[config.mk]
export PLATFORM = sky130hd
export DESIGN_NAME = instr_sequencer
export DESIGN_NICKNAME = d
export VERILOG_FILES = /design/src/rtl/instr_sequencer.sv
export SDC_FILE = /design/constraint.sdc
export NUM_CORES = 1
export LEC_CHECK = 0
export BUFFER_PORTS_ARGS = -buffer_cell sky130_fd_sc_hd__buf_2
export CORE_MARGIN = 2
export CORE_UTILIZATION = 40
export DETAILED_ROUTE_END_ITERATION = 6
export PLACE_DENSITY = 0.63
export SLEW_MARGIN = 40
export SYNTH_ARGS = -nofsm -noshare
export SYNTH_HDL_FRONTEND = slang
export SYNTH_SLANG_ARGS = --single-unit
[constraint.sdc]
create_clock -name clk -period 4.6 [get_ports clk]
set_input_delay 0.69 -clock clk [delete_from_list [all_inputs] [get_ports clk]]
set_output_delay 0.69 -clock clk [all_outputs]
set_load 0.01 [all_outputs]
[src/rtl/instr_sequencer.sv]
// Program-driven instruction source for simple_cpu: small program RAM loaded while idle,
// then issued word by word with per-class hold times. Optional macro SEQ_LOOP_EN wraps pc at the last address.
module instr_sequencer #(
    parameter int INSTR_WIDTH    = 20,
    parameter int PROG_ADDR_BITS = 4,
    parameter int ALU_HOLD       = 3,
    parameter int LOAD_HOLD      = 4,
    parameter int STORE_HOLD     = 3
) (
    input  logic                      clk,
    input  logic                      rst,
    input  logic                      prog_we,
    input  logic [PROG_ADDR_BITS-1:0] prog_addr,
    input  logic [INSTR_WIDTH-1:0]    prog_data,
    input  logic                      start,
    output logic [INSTR_WIDTH-1:0]    instruction,
    output logic                      instr_valid,
    output logic                      busy,
    output logic                      done,
    output logic [PROG_ADDR_BITS-1:0] pc
);

    localparam int DEPTH    = 1 << PROG_ADDR_BITS;
    localparam int ALU_H    = (ALU_HOLD   < 1) ? 1 : ALU_HOLD;
    localparam int LOAD_H   = (LOAD_HOLD  < 1) ? 1 : LOAD_HOLD;
    localparam int STORE_H  = (STORE_HOLD < 1) ? 1 : STORE_HOLD;
    localparam int HOLD_M1  = (ALU_H > LOAD_H) ? ALU_H : LOAD_H;
    localparam int HOLD_MAX = (HOLD_M1 > STORE_H) ? HOLD_M1 : STORE_H;
    localparam int CNT_W    = (HOLD_MAX > 1) ? $clog2(HOLD_MAX) : 1;

    typedef enum logic [1:0] {
        ST_IDLE,
        ST_RUN,
        ST_DONE
    } state_t;

    logic [INSTR_WIDTH-1:0]    mem_q [DEPTH];
    state_t                    state_q;
    logic [INSTR_WIDTH-1:0]    instr_q;
    logic                      valid_q;
    logic                      busy_q;
    logic                      done_q;
    logic [PROG_ADDR_BITS-1:0] pc_q;
    logic [CNT_W-1:0]          cnt_q;

    logic [PROG_ADDR_BITS-1:0] pc_d;
    logic [INSTR_WIDTH-1:0]    next_word;
    logic [INSTR_WIDTH-1:0]    first_word;
    logic [CNT_W-1:0]          hold_last;
    logic                      hold_end;
    logic                      at_last;
    logic                      end_run;

    function automatic logic is_halt(input logic [INSTR_WIDTH-1:0] w);
        return w[INSTR_WIDTH-1 -: 2] == 2'b00;
    endfunction

    always_comb begin
        pc_d       = pc_q + PROG_ADDR_BITS'(1);
        next_word  = mem_q[pc_d];
        first_word = mem_q[0];
        case (instr_q[INSTR_WIDTH-1 -: 2])
            2'b01:   hold_last = CNT_W'(ALU_H - 1);
            2'b10:   hold_last = CNT_W'(LOAD_H - 1);
            default: hold_last = CNT_W'(STORE_H - 1);
        endcase
        hold_end = (cnt_q == hold_last);
        at_last  = (pc_q == '1);
`ifdef SEQ_LOOP_EN
        // pc_d wraps to 0 at the last address, so only a HALT word ends the run
        end_run  = is_halt(next_word) | (at_last & 1'b0);
`else
        end_run  = at_last | is_halt(next_word);
`endif
    end

    // Program RAM: synchronous write, writable only while idle; contents survive reset
    always_ff @(posedge clk) begin
        if (state_q == ST_IDLE && prog_we) begin
            mem_q[prog_addr] <= prog_data;
        end
    end

    always_ff @(posedge clk or negedge rst) begin
        if (!rst) begin
            state_q <= ST_IDLE;
            instr_q <= '0;
            valid_q <= 1'b0;
            busy_q  <= 1'b0;
            done_q  <= 1'b0;
            pc_q    <= '0;
            cnt_q   <= '0;
        end else begin
            case (state_q)
                ST_IDLE: begin
                    done_q <= 1'b0;
                    if (start) begin
                        pc_q  <= '0;
                        cnt_q <= '0;
                        if (is_halt(first_word)) begin
                            state_q <= ST_DONE;
                            done_q  <= 1'b1;
                        end else begin
                            state_q <= ST_RUN;
                            instr_q <= first_word;
                            valid_q <= 1'b1;
                            busy_q  <= 1'b1;
                        end
                    end
                end
                ST_RUN: begin
                    if (hold_end) begin
                        cnt_q <= '0;
                        if (end_run) begin
                            state_q <= ST_DONE;
                            done_q  <= 1'b1;
                            busy_q  <= 1'b0;
                            valid_q <= 1'b0;
                            instr_q <= '0;
                        end else begin
                            pc_q    <= pc_d;
                            instr_q <= next_word;
                        end
                    end else begin
                        cnt_q <= cnt_q + CNT_W'(1);
                    end
                end
                ST_DONE: begin
                    state_q <= ST_IDLE;
                    done_q  <= 1'b0;
                end
                default: begin
                    state_q <= ST_IDLE;
                end
            endcase
        end
    end

    assign instruction = instr_q;
    assign instr_valid = valid_q;
    assign busy        = busy_q;
    assign done        = done_q;
    assign pc          = pc_q;

endmodule

Word-level counts from Yosys, hierarchy flattened. Memories as Yosys holds them, arrays and structs flattened. Index checks and enable logic that the tools add are counted. Widths: inputs -> output; s select.

Output and inout port bits: 27. ROM bits: 0. Bits of input ports: 28. RAM bits: 320. Bits in registers: 30. Memories kept: 1. Bits in latches: 0.

Memory list: mem_q (words 16, bits a word 20, read ports 2, clocked after Yosys merged registers in 0, write ports 1, line 37) `logic [INSTR_WIDTH-1:0] mem_q [DEPTH];`.

Bitwise gates (word level): 1. Shift operators: 0. Mux-type cells: 30. Eq/ne operators: 10. $add $sub $neg: 2. Reduce and logical (&&, ||, !) cells: 12. Div/mod/pow operators: 0. $mul: 0. Order comparisons: 0.

Operators by type and width (number): $mux 20 (4); $pmux 20 s2 (1); $mux 2 (6); $mux 4 (3); $mux 1 (11); $ne 2x2->1 const B (5); $pmux 2 s2 (2); $pmux 4 s2 (1); $reduce_and 4->1 (2); $logic_not 2->1 (3); $reduce_and 3->1 (2); $reduce_and 5->1 (1); $add 4x1->4 const B (1); $eq 2x2->1 const B (2); $eq 4x4->1 const B (1); $pmux 1 s3 (1); $reduce_bool 3->1 (1); $add 2x1->2 const B (1); $eq 2x1->1 const B (1); $eq 2x2->1 (1); $pmux 1 s2 (1); $reduce_and 2->1 (1); $reduce_bool 2->1 (1); $logic_and 1x1->1 (1); $or 1x1->1 (1).

Longest topological paths before layout. Gate-level depths: netlist (run 1). An unclocked memory read counts as a cell.

Depth after elaboration: 7. Depth in mapped cells: 9. Gate-level depth less buffers: 7.

Least setup slack after synthesis (run 1). No wires, ideal clock.

Path kind: flip-flop to flip-flop. Start point: reg state_q[0]. End point: mem mem_q[0][0], enable pin. Path slack: 1480 ps. Arrival: 2697 ps. Period minus slack after synthesis: 3120 ps. Cell stages (with the launch flop): 7. Required time: 4178 ps. Buffers on the path: 1. Cells stage by stage: dfrtp_1 inv_1 ha_1 clkbuf_1 nand2_1 or3_1 nor3_1.

Word-level cells in the longest chain between the ends: 4.

RTL lines: from (decl) (line 38) `state_t state_q;`; from (signal assigned) (line 86) `state_q <= ST_IDLE;`; from (signal assigned) (line 101) `state_q <= ST_DONE;`; from (signal assigned) (line 104) `state_q <= ST_RUN;`; $logic_not 2->1 (line 79) `if (state_q == ST_IDLE && prog_we) begin`; $logic_and 1x1->1 (line 79); $mux 1 (line 79); $mux 1 (implied by the code) (line 80) `mem_q[prog_addr] <= prog_data;`; to (decl) (line 37).

No other way between the ends.

Worst setup path after layout (run 1).
Start point: reg pc_q[0], in the netlist pc[0]. End point: reg pc_q[3], in the netlist pc[3].

Word-level cells in the longest chain between the ends: 6. Elaborated cells on any way between the ends: 10. Those cells by class: add/sub: 1; eq/ne: 2; mux: 3; bitwise: 1; reduce/logical: 2; memory: 1.

RTL lines: from (decl) (line 43) `logic [PROG_ADDR_BITS-1:0] pc_q;`; from (signal assigned) (line 121) `pc_q <= pc_d;`; $add 4x1->4 (line 59) `pc_d = pc_q + PROG_ADDR_BITS'(1);`; $mem_v2 16x20; $logic_not 2->1 (line 55) `return w[INSTR_WIDTH-1 -: 2] == 2'b00;`; $or 1x1->1 (line 73) `end_run = at_last | is_halt(next_word);`; $ne 2x2->1 (no source line); $reduce_and 4->1 (no source line).

Several ways; a longest one is shown, not always the timed one. The select of a mux whose other input is x is not followed. A chain may end at the register's enable or synchronous reset.

==> metrics.yaml, run 1 <==
timing:
  setup_viol: 0
  finClkSkew_ps: 14.17
  hold_viol: 0
  post-route-period-util_pct: 73.26
  setup_tns_ps: 0
  relSlewSlack_pct: 53.55
  fin_hold_ws_ps: 144.0
  slew_violations: 0
  min_period_ps: 3370
  worst_slack_ps: 1230
  rsz0062_at_grt: "false"
  tightest_slew_ps: 696.0
  timing.fmax_mhz: 296.7
critical_path:
  slowest_delay_ps: 560
  crit_fanout: 30
  worst_setup_path_start_kind: "register"
  timing.critical_path.cells: "ha_4, xnor2_4, buf_4, mux2i_1, a211oi_2, or2_4, a2bb2oi_1, o221ai_1"
  worstPathBufferInverterCount: 1
  end_kind: "register"
  critical-path-slowest-cell: "dfrtp_4"
  crit_required_ps: 4970
  critPathArrivalTime_ps: 3740
  criticalPathCategory: "reg2reg"
  crit_family: "compound AO/OA/AOI/OAI gates"
route:
  ant_nets: 0
  first_iter_violations: 641
  routed_via_density: 5.608
  drc: 0
  drt-pass1-iter-count: 7
  vias: 6730
  wirelength_mm: 29.97
  avgRoutedWirePerCell_um: 24.97
global_route:
  overflow: 0
  grt_max_degree: 42
  grt_pass1_vias: 7032
  track_usage_pct: 17.18
  antenna_found_initial: 1
  grt_pass1_wl_mm: 44.91
clock_network:
  cts_hold_buf: 0
  postCtsSetupRepairBufs: 0
  cts_tree: "yes"
  ctsResizeCount: 0
  cts_sinks: 350
  cts_max_level: 2
  cts_buffer_depth: 3
  path_clk_slew_ps: 60
  cts_made_buffers: 36
  cts-root-buf: "clkbuf_16"
  clk_latency_ps: 520
synth:
  synth_most_common_cell: "edfxtp_1"
  synth_seq_cells: 350
  ys_seq_area_share_pct: 75.29
  async_reset_ff_share_pct: 8.571
  avgSynthCellArea_um2: 21.30
  synth_common_cells: "320 x edfxtp_1, 96 x mux4_2, 41 x nand2_1"
  synthTopCellsByArea: "edfxtp_1 70%, mux4_2 16%, dfrtp_1 5.5%, nand2_1 1.1%, a22oi_1 0.98%"
  yosysWarnings: 0
  yosys.area.top_type: "edfxtp_1"
  synth_area_mm2: 0.01376
  synthCells: 646
  yosys.cell_types.count: 43
  synth_edf_count: 320
  synth_top_cell_area_share_pct: 69.83
  syn_nets: 678
  ys.flop_type: "edfxtp_1"
min_path:
  min_path_type: "in2async"
cells_and_area:
  finalNonFillerCells: 1200
  nets: 757
  fillers: 2796
  drive_above_1_share_pct: 32.98
  diodes: 0
  areaGrowthSynthToFinish_pct: 14.53
  fin_area_mm2: 0.01576
floorplanning:
  pin_count: 55
  die_w_um: 189.5
  die_area_mm2: 0.03590
  die_y_um: 189.5
  rows: 67
  core_mm2: 0.03370
  start_util_pct: 40.83
place:
  place_ws_ps: 1261
  dp_hpwl_mm: 16.72
  numPlacedInstances: 1135
  place_congestion: 0.8255
  portBuffers: 54
  place_area_mm2: 0.01464
power:
  power-per-cell-area_mw_per_mm2: 584.4
  ir_drop_v: 0.0003399
  leakage_nw: 5.137
status:
  status: "finished clean"
run:
  maxCapViolCount: 0
## per-stage QoR
step           util (%)  total power, mW
2_1_floorplan         -            5.879
3_3_place_gp      43.44            6.489
3_5_place_dp      43.45            6.551
4_1_cts           46.72            9.290
5_1_grt           46.77            9.630
6_report          46.77            9.210
## sequential cells by signal, indices dropped and copies added, names as in the netlist
name	flops
busy	1
cnt_q	2
done	1
instruction	20
mem_q	320
pc	4
state_q	2
## layer usage
metal	global-route usage [%]	part of all wire, %	up-vias
li1	-	-	2848
met4	4.860	2.4	2
met3	3.003	5.9	56
met5	0	0.037	-
met2	27.36	48	244
met1	24.58	44	3580
## where the power goes
part	leakage (nW)	switching, mW	internal (mW)
sequential	3.26	0.144	3.65
clock	0.539	1.14	1.60
combinational	1.34	1.37	1.30
## worst register-to-register path, delay by kind of cell, from the launching register on
family,cells,cell delay [ps]
xor gates and xnor gates,1,550
DFF,1,560
buffers and inverters,1,400
AOI/OAI and AO/OA,3,810
muxes,1,160
and+or+nand+nor,1,520
adders and majority gates,1,220
## layout make-up
class | instances | area (µm²) | share of cell area, %
clock buffers | 52 | 982.2 | 6.232
inverters | 5 | 18.77 | 0.1191
clock inverters | 13 | 118.9 | 0.7542
multi-input cells | 256 | 3271 | 20.75
flip-flops and latches | 350 | 10360 | 65.76
well taps | 448 | 560.5 | 3.557
repair buffers | 76 | 445.4 | 2.826
## path summary, 6_finish.rpt
check,slack (ps),cells after the start,start,endpoint
hold reg to reg,480,2,instruction[6]$_DFFE_PN0P_,instruction[6]$_DFFE_PN0P_
max in group asynchronous,4080,1,rst,pc[0]$_DFFE_PN0P_
setup reg to reg,1230,8,pc[0]$_DFFE_PN0P_,pc[3]$_DFFE_PN0P_
setup / recovery,1230,8,pc[0]$_DFFE_PN0P_,pc[3]$_DFFE_PN0P_
min in group clk,480,2,instruction[6]$_DFFE_PN0P_,instruction[6]$_DFFE_PN0P_
hold / removal,140,1,rst,instruction[11]$_DFFE_PN0P_
## cell usage in the layout (no fill, tap or decap), types with 2 or more instances in the layout
master,n
buf_4,21
buf_6,2
clkbuf_16,37
inv_1,4
mux4_1,2
nand2_1,40
a211oi_2,2
dfrtp_1,29
a2bb2oi_1,2
ha_1,3
nor2_2,12
clkinv_2,6
a22oi_1,18
buf_2,53
clkbuf_1,15
clkinv_1,3
o21ai_1,24
bufinv_16,2
xor2_1,2
nand3_1,3
o221ai_1,2
nor3_2,3
nand2b_1,3
nand4_1,2
a31oi_1,2
edfxtp_1,320
mux2i_1,4
o41ai_2,2
o31ai_1,2
a21oi_1,2
mux4_2,96
nor2_1,7
a32oi_1,2
o21ai_0,4
inv_6,2
## kinds of logic after synthesis
logic type / Yosys count / share of synthesized area, %
XOR/XNOR: 4 / 0.3092
AND/OR/NAND/NOR: 78 / 2.410
buffers and inverters: 40 / 1.637
flip-flops: 350 / 75.29
multiplexers: 103 / 16.55
adder cells (fa/ha/maj): 4 / 0.3637
AO/OA/AOI/OAI: 67 / 3.446
Power figures use the tool's default switching activity.
==> inputs of run 2 (changes only) <==
--- a/config.mk
+++ b/config.mk
@@ -9,7 +9,7 @@
 export CORE_MARGIN = 2
 export CORE_UTILIZATION = 40
 export DETAILED_ROUTE_END_ITERATION = 6
-export PLACE_DENSITY = 0.63
+export PLACE_DENSITY = 0.65
 export SLEW_MARGIN = 40
 export SYNTH_ARGS = -nofsm -noshare
 export SYNTH_HDL_FRONTEND = slang
==> constraint.sdc (replaced) <==
create_clock -name clk -period 3.1 [get_ports clk]
set_input_delay 0.465 -clock clk [delete_from_list [all_inputs] [get_ports clk]]
set_output_delay 0.465 -clock clk [all_outputs]
set_load 0.01 [all_outputs]
==> metrics.yaml, run 2 (same netlist as run 1, synthesis figures left out) <==
status:
  status: "finished clean"
cells_and_area:
  fin_area_mm2: 0.01616  # +2.6%
  ff_latch_area_mm2: 0.01036  # unchanged
  finalNonFillerCells: 1222  # +1.8%
  layout_commonest_cell: "edfxtp_1"
  layout_common_cells: "320 x edfxtp_1, 96 x mux4_2, 53 x buf_2, 40 x nand2_1, 38 x clkbuf_16"
  largest_reg_flops: 320  # unchanged
  drive_above_1_share_pct: 35.83  # +2.9 points
  nets: 776  # +2.5%
  multi_input_area_mm2: 0.003266  # -0.15%
  fillers: 2765  # -1.1%
  largest_register: "mem_q"
  areaGrowthSynthToFinish_pct: 17.47
place:
  place_congestion: 0.7582  # -8.2%
  numPlacedInstances: 1152  # +1.5%
  place_area_mm2: 0.01486  # +1.5%
  dp_hpwl_mm: 17.15  # +2.6%
  portBuffers: 54  # unchanged
floorplanning:
  die_area_mm2: 0.03590  # unchanged
  die_y_um: 189.5  # unchanged
  start_util_pct: 40.83  # unchanged
  rows: 67  # unchanged
  pin_count: 55  # unchanged
  die_w_um: 189.5  # unchanged
  core_mm2: 0.03370  # unchanged
timing:
  rsz0062_at_grt: "false"
  post-route-period-util_pct: 90.43  # +17 points
  hold_viol: 0  # unchanged
  min_period_ps: 2803  # -566.6 ps
  slew_violations: 0  # unchanged
  timing.fmax_mhz: 356.7  # +20%
  relSlewSlack_pct: 60.65  # +7.1 points
  fin_hold_ws_ps: 249.5  # +105.5 ps
  setup_tns_ps: 0  # unchanged
  tightest_slew_ps: 589.6  # -106.4 ps
  finClkSkew_ps: 19.33  # +5.155 ps
  setup_viol: 0  # unchanged
global_route:
  grt_pass1_wl_mm: 45.00  # +0.20%
  grt_pass1_vias: 6840  # -2.7%
  track_usage_pct: 17.17  # about the same
  grt_max_degree: 38  # -9.5%
  overflow: 0  # unchanged
  antenna_found_initial: 1  # unchanged
power:
  p_total_mw: 14.21  # +54%
  power.switching_mw: 4.025  # +51%
  power-per-cell-area_mw_per_mm2: 878.9  # +50%
  leakage_nw: 5.334  # +3.8%
  seq_power_share_pct: 39.4  # -1.8 points
  switching_share_pct: 28.33  # -0.54 points
  ir_drop_v: 0.0007010  # +110%
  pwr-share-comb_pct: 28.3  # -0.7 points
  clockPowerShare_pct: 32.3  # +2.5 points
  p_int_mw: 10.18  # +55%
critical_path:
  worst_setup_path_start_kind: "register"
  criticalPathCategory: "reg2reg"
  crit_fanout: 30  # unchanged
  crit_required_ps: 3460  # -1510 ps
  end_kind: "register"
  critPathArrivalTime_ps: 3160  # -580 ps
min_path:
  min_path_type: "in2reg"
route:
  routed_via_density: 5.542  # -1.2%
  wirelength_mm: 30.15  # +0.61%
  vias: 6772  # +0.62%
  drc: 0  # unchanged
  avgRoutedWirePerCell_um: 24.67  # -1.2%
  first_iter_violations: 660  # +3.0%
  drt-pass1-iter-count: 5  # -2
  ant_nets: 0  # unchanged
clock_network:
  cts-root-buf: "clkbuf_16"
  cts_tree: "yes"
  postCtsSetupRepairBufs: 0  # unchanged
  path_clk_slew_ps: 60  # about the same
  cts_max_level: 2  # unchanged
  cts_buffer_depth: 3  # unchanged
  clk_latency_ps: 530  # about the same
  cts_sinks: 350  # unchanged
  cts_made_buffers: 37  # +2.8%
run:
  maxCapViolCount: 0  # unchanged
[run 2: changes by cell type in the layout (fill, tap and decap cells not counted), moves of 2 or more]
cell        before  now
buf_4           21   33
buf_6            2    0
clkinv_1         3    1
bufinv_16        2    4
buf_12           0    7
inv_6            2    0
clkbuf_1        15    7
clkinvlp_4       0    2
clkbuf_8         0    7
[run 2: worst max-delay path, cell delays in order (launching register included)]
cell and delay (ps):
dfrtp_4 490, ha_4 190, xnor2_4 390, buf_4 270
mux2i_1 130, a211oi_2 270, or2_4 510, a2bb2oi_1 220
o221ai_1 150
[run 2: path summary, 6_finish.rpt]
| check | from | endpoint | slack (ps) | depth (start not counted) |
|---|---|---|---|---|
| min reg2reg | instruction[5]$_DFFE_PN0P_ | instruction[5]$_DFFE_PN0P_ | 480 | 2 |
| max in group asynchronous | rst | pc[0]$_DFFE_PN0P_ | 2230 | 2 |
| max | pc[0]$_DFFE_PN0P_ | pc[0]$_DFFE_PN0P_ | 300 | 8 |
| min in group asynchronous | rst | instruction[19]$_DFFE_PN0P_ | 470 | 2 |
| min | start | busy$_DFFE_PN0P_ | 250 | 3 |
| max reg2reg | pc[0]$_DFFE_PN0P_ | pc[0]$_DFFE_PN0P_ | 300 | 8 |
[run 2: metrics by stage]
stage / worst slack, ps / util, %
2_1_floorplan: 170.3 / -
3_3_place_gp: 302.1 / 44.09
3_5_place_dp: 313.5 / 44.10
4_1_cts: 275.3 / 47.96
5_1_grt: 157.3 / 47.96
6_report: 296.7 / 47.97
[run 2: area by class of cell]
cell class	count	area share [%]
sequential	350	64.11
multi-input combinational	256	20.20
clock buffer	52	6.641
timing repair buffer	94	4.102
tap	448	3.468
clock inverter	16	1.339
inverter	5	0.1161
antenna	1	0.01548
[run 2: timing repair]
item / CTS / global route
hold endpoints to repair: 30 / 0
resized for setup: 0 / 0
hold buffers: 1 / 0
[run 2: power by group through the flow]
stage,registers [mW],logic (mW),clock network [mW]
finish,5.60,4.02,4.59
global route,5.62,4.39,4.86
CTS,5.60,4.10,4.67
detailed placement,5.70,4.09,0
global placement,5.69,4.05,0
floorplan,5.70,3.03,0
[run 2: per-layer routing]
layer / wire, µm / track usage [%] / up-vias
met5: 0 / 0 / -
met3: 2456 / 3.318 / 54
met2: 14080 / 26.92 / 277
met1: 13020 / 24.91 / 3545
li1: - / - / 2896
met4: 597 / 4.383 / 0
==> inputs of run 3 (changes only) <==
--- a/config.mk
+++ b/config.mk
@@ -6,10 +6,12 @@
 export NUM_CORES = 1
 export LEC_CHECK = 0
 export BUFFER_PORTS_ARGS = -buffer_cell sky130_fd_sc_hd__buf_2
+export CELL_PAD_IN_SITES_DETAIL_PLACEMENT = 1
+export CELL_PAD_IN_SITES_GLOBAL_PLACEMENT = 1
 export CORE_MARGIN = 2
 export CORE_UTILIZATION = 40
 export DETAILED_ROUTE_END_ITERATION = 6
-export PLACE_DENSITY = 0.65
+export PLACE_DENSITY = 0.71
 export SLEW_MARGIN = 40
 export SYNTH_ARGS = -nofsm -noshare
 export SYNTH_HDL_FRONTEND = slang
==> metrics.yaml, run 3 (same netlist as run 1, synthesis figures left out) <==
timing:
  setup_tns_ps: 0  # unchanged
  hold_viol: 0  # unchanged
  finClkSkew_ps: 11.15  # -8.175 ps
  post-route-period-util_pct: 90.78  # +0.35 points
  setup_viol: 0  # unchanged
  min_period_ps: 2814  # +10.82 ps
  rsz0062_at_grt: "false"
  tightest_slew_ps: 655.3  # +65.66 ps
  timing.fmax_mhz: 355.4  # -0.38%
  relSlewSlack_pct: 56.32  # -4.3 points
  slew_violations: 0  # unchanged
  fin_hold_ws_ps: 285.2  # +35.67 ps
critical_path:
  timing.critical_path.cells: "ha_4, buf_4, mux4_2, mux4_2, a22oi_1, o21ai_1"
  criticalPathCategory: "reg2reg"
  reg2reg_depth: 6  # -2
  end_kind: "register"
  slowest_delay_ps: 560  # +50 ps
  critical-path-slowest-cell: "buf_4"
  critPathArrivalTime_ps: 3190  # +30 ps
  rr_startpoint: "pc[0]$_DFFE_PN0P_"
  r2r_slack_ps: 290  # about the same
  critPathMostFrequentCell: "mux4_2"
  crit_required_ps: 3480  # +20 ps
  worst_setup_path_start_kind: "register"
  reg2reg_to: "instruction[14]$_DFFE_PN0P_"
  crit_fanout: 44  # +47%
clock_network:
  cts_buffer_depth: 3  # unchanged
  cts_made_buffers: 37  # unchanged
  cts_sinks: 350  # unchanged
  cts-root-buf: "clkbuf_16"
  cts_hold_buf: 1  # unchanged
  ctsResizeCount: 0  # unchanged
  cts_tree: "yes"
  postCtsSetupRepairBufs: 0  # unchanged
  clk_latency_ps: 520  # about the same
  cts_max_level: 2  # unchanged
  path_clk_slew_ps: 60  # about the same
cells_and_area:
  multi_input_area_mm2: 0.003263  # about the same
  largest_reg_flops: 320  # unchanged
  areaGrowthSynthToFinish_pct: 15.65
  layout_commonest_cell: "edfxtp_1"
  ff_latch_area_mm2: 0.01036  # unchanged
  nets: 770  # -0.77%
  finalNonFillerCells: 1214  # -0.65%
  largest_register: "mem_q"
  drive_above_1_share_pct: 34.64  # -1.2 points
  fillers: 3123  # +13%
  layout_common_cells: "320 x edfxtp_1, 96 x mux4_2, 53 x buf_2, 41 x nand2_1, 38 x clkbuf_16"
  fin_area_mm2: 0.01591  # -1.5%
power:
  clockPowerShare_pct: 30.3  # -2.0 points
  leakage_nw: 5.236  # -1.8%
  power-per-cell-area_mw_per_mm2: 875.4  # -0.40%
  switching_share_pct: 29.40  # +1.1 points
  p_int_mw: 9.836  # -3.4%
  seq_power_share_pct: 40.2  # +0.8 points
  power.switching_mw: 4.096  # +1.8%
  pwr-share-comb_pct: 29.5  # +1.2 points
  ir_drop_v: 0.0006105  # -13%
place:
  place_congestion: 0.7769  # +2.5%
  numPlacedInstances: 1146  # -0.52%
  place_area_mm2: 0.01474  # -0.83%
  portBuffers: 54  # unchanged
  dp_hpwl_mm: 18.12  # +5.6%
global_route:
  track_usage_pct: 18.36  # +1.2 points
  antenna_found_initial: 1  # unchanged
  grt_max_degree: 45  # +18%
  grt_pass1_wl_mm: 48.39  # +7.5%
  grt_pass1_vias: 7507  # +9.8%
  overflow: 0  # unchanged
floorplanning:
  die_area_mm2: 0.03590  # unchanged
  core_mm2: 0.03370  # unchanged
  pin_count: 55  # unchanged
  rows: 67  # unchanged
  start_util_pct: 40.83  # unchanged
  die_y_um: 189.5  # unchanged
  die_w_um: 189.5  # unchanged
route:
  routed_via_density: 5.646  # +1.9%
  first_iter_violations: 601  # -8.9%
  vias: 6854  # +1.2%
  drc: 0  # unchanged
  avgRoutedWirePerCell_um: 26.32  # +6.7%
  drt-pass1-iter-count: 5  # unchanged
  wirelength_mm: 31.96  # +6.0%
  ant_nets: 0  # unchanged
run:
  maxCapViolCount: 0  # unchanged
min_path:
  min_path_type: "in2reg"
  min_from: "start"
  hold-path-cell-count: 3  # unchanged
  worst_hold_path.endpoint: "busy$_DFFE_PN0P_"
status:
  status: "finished clean"
## run 3: through the flow
stage               setup slack (ps)  power (mW)  utilization [%]
detailed placement             275.1       9.844            43.74
global route                   171.3       14.54            47.22
global placement               368.6       9.681            43.73
finish                         285.9       13.93            47.22
CTS                            237.9       14.09            47.22
floorplan                      170.3       8.724                -
## run 3: critical path: cells and delay by family (launching register included)
kind	cells	cell delay, ps
compound gates	2	310
flops	1	490
buf+inv	1	560
fa+ha+maj	1	380
mux	2	900
## run 3: worst max-delay path by stage
stage | start | to | cells after the start
after floorplan | state_q[0]$_DFFE_PN0P_ | mem_q[4][0]$_DFFE_PP_ | 7
after global placement | pc[1]$_DFFE_PN0P_ | instruction[12]$_DFFE_PN0P_ | 6
after detailed placement | pc[0]$_DFFE_PN0P_ | instruction[0]$_DFFE_PN0P_ | 6
after CTS | pc[0]$_DFFE_PN0P_ | instruction[14]$_DFFE_PN0P_ | 6
after global routing | pc[0]$_DFFE_PN0P_ | instruction[14]$_DFFE_PN0P_ | 6
final | pc[0]$_DFFE_PN0P_ | instruction[14]$_DFFE_PN0P_ | 6
## run 3: cell type report
| class | count | share of cell area [%] |
|---|---|---|
| flip-flops and latches | 350 | 65.12 |
| diodes | 1 | 0.01572 |
| multi-input cells | 256 | 20.50 |
| inverters | 5 | 0.1179 |
| repair buffers | 88 | 3.412 |
| well taps | 448 | 3.522 |
| clock buffers | 46 | 6.227 |
| clock inverters | 20 | 1.077 |
## run 3: layer usage
layer / GRT usage (%) / wire [µm] / up-vias
met2: 29.75 / 15430 / 253
li1: - / - / 2869
met5: 0 / 11 / -
met1: 25.15 / 13560 / 3658
met3: 3.207 / 1947 / 72
met4: 6.738 / 1006 / 2
## run 3: power by group through the flow
stage | Clock [mW] | Sequential, mW | Combinational [mW]
after floorplan | 0 | 5.70 | 3.03
after global placement | 0 | 5.68 | 4.00
after detailed placement | 0 | 5.70 | 4.14
after CTS | 4.32 | 5.60 | 4.16
after global routing | 4.48 | 5.63 | 4.42
final | 4.23 | 5.60 | 4.11
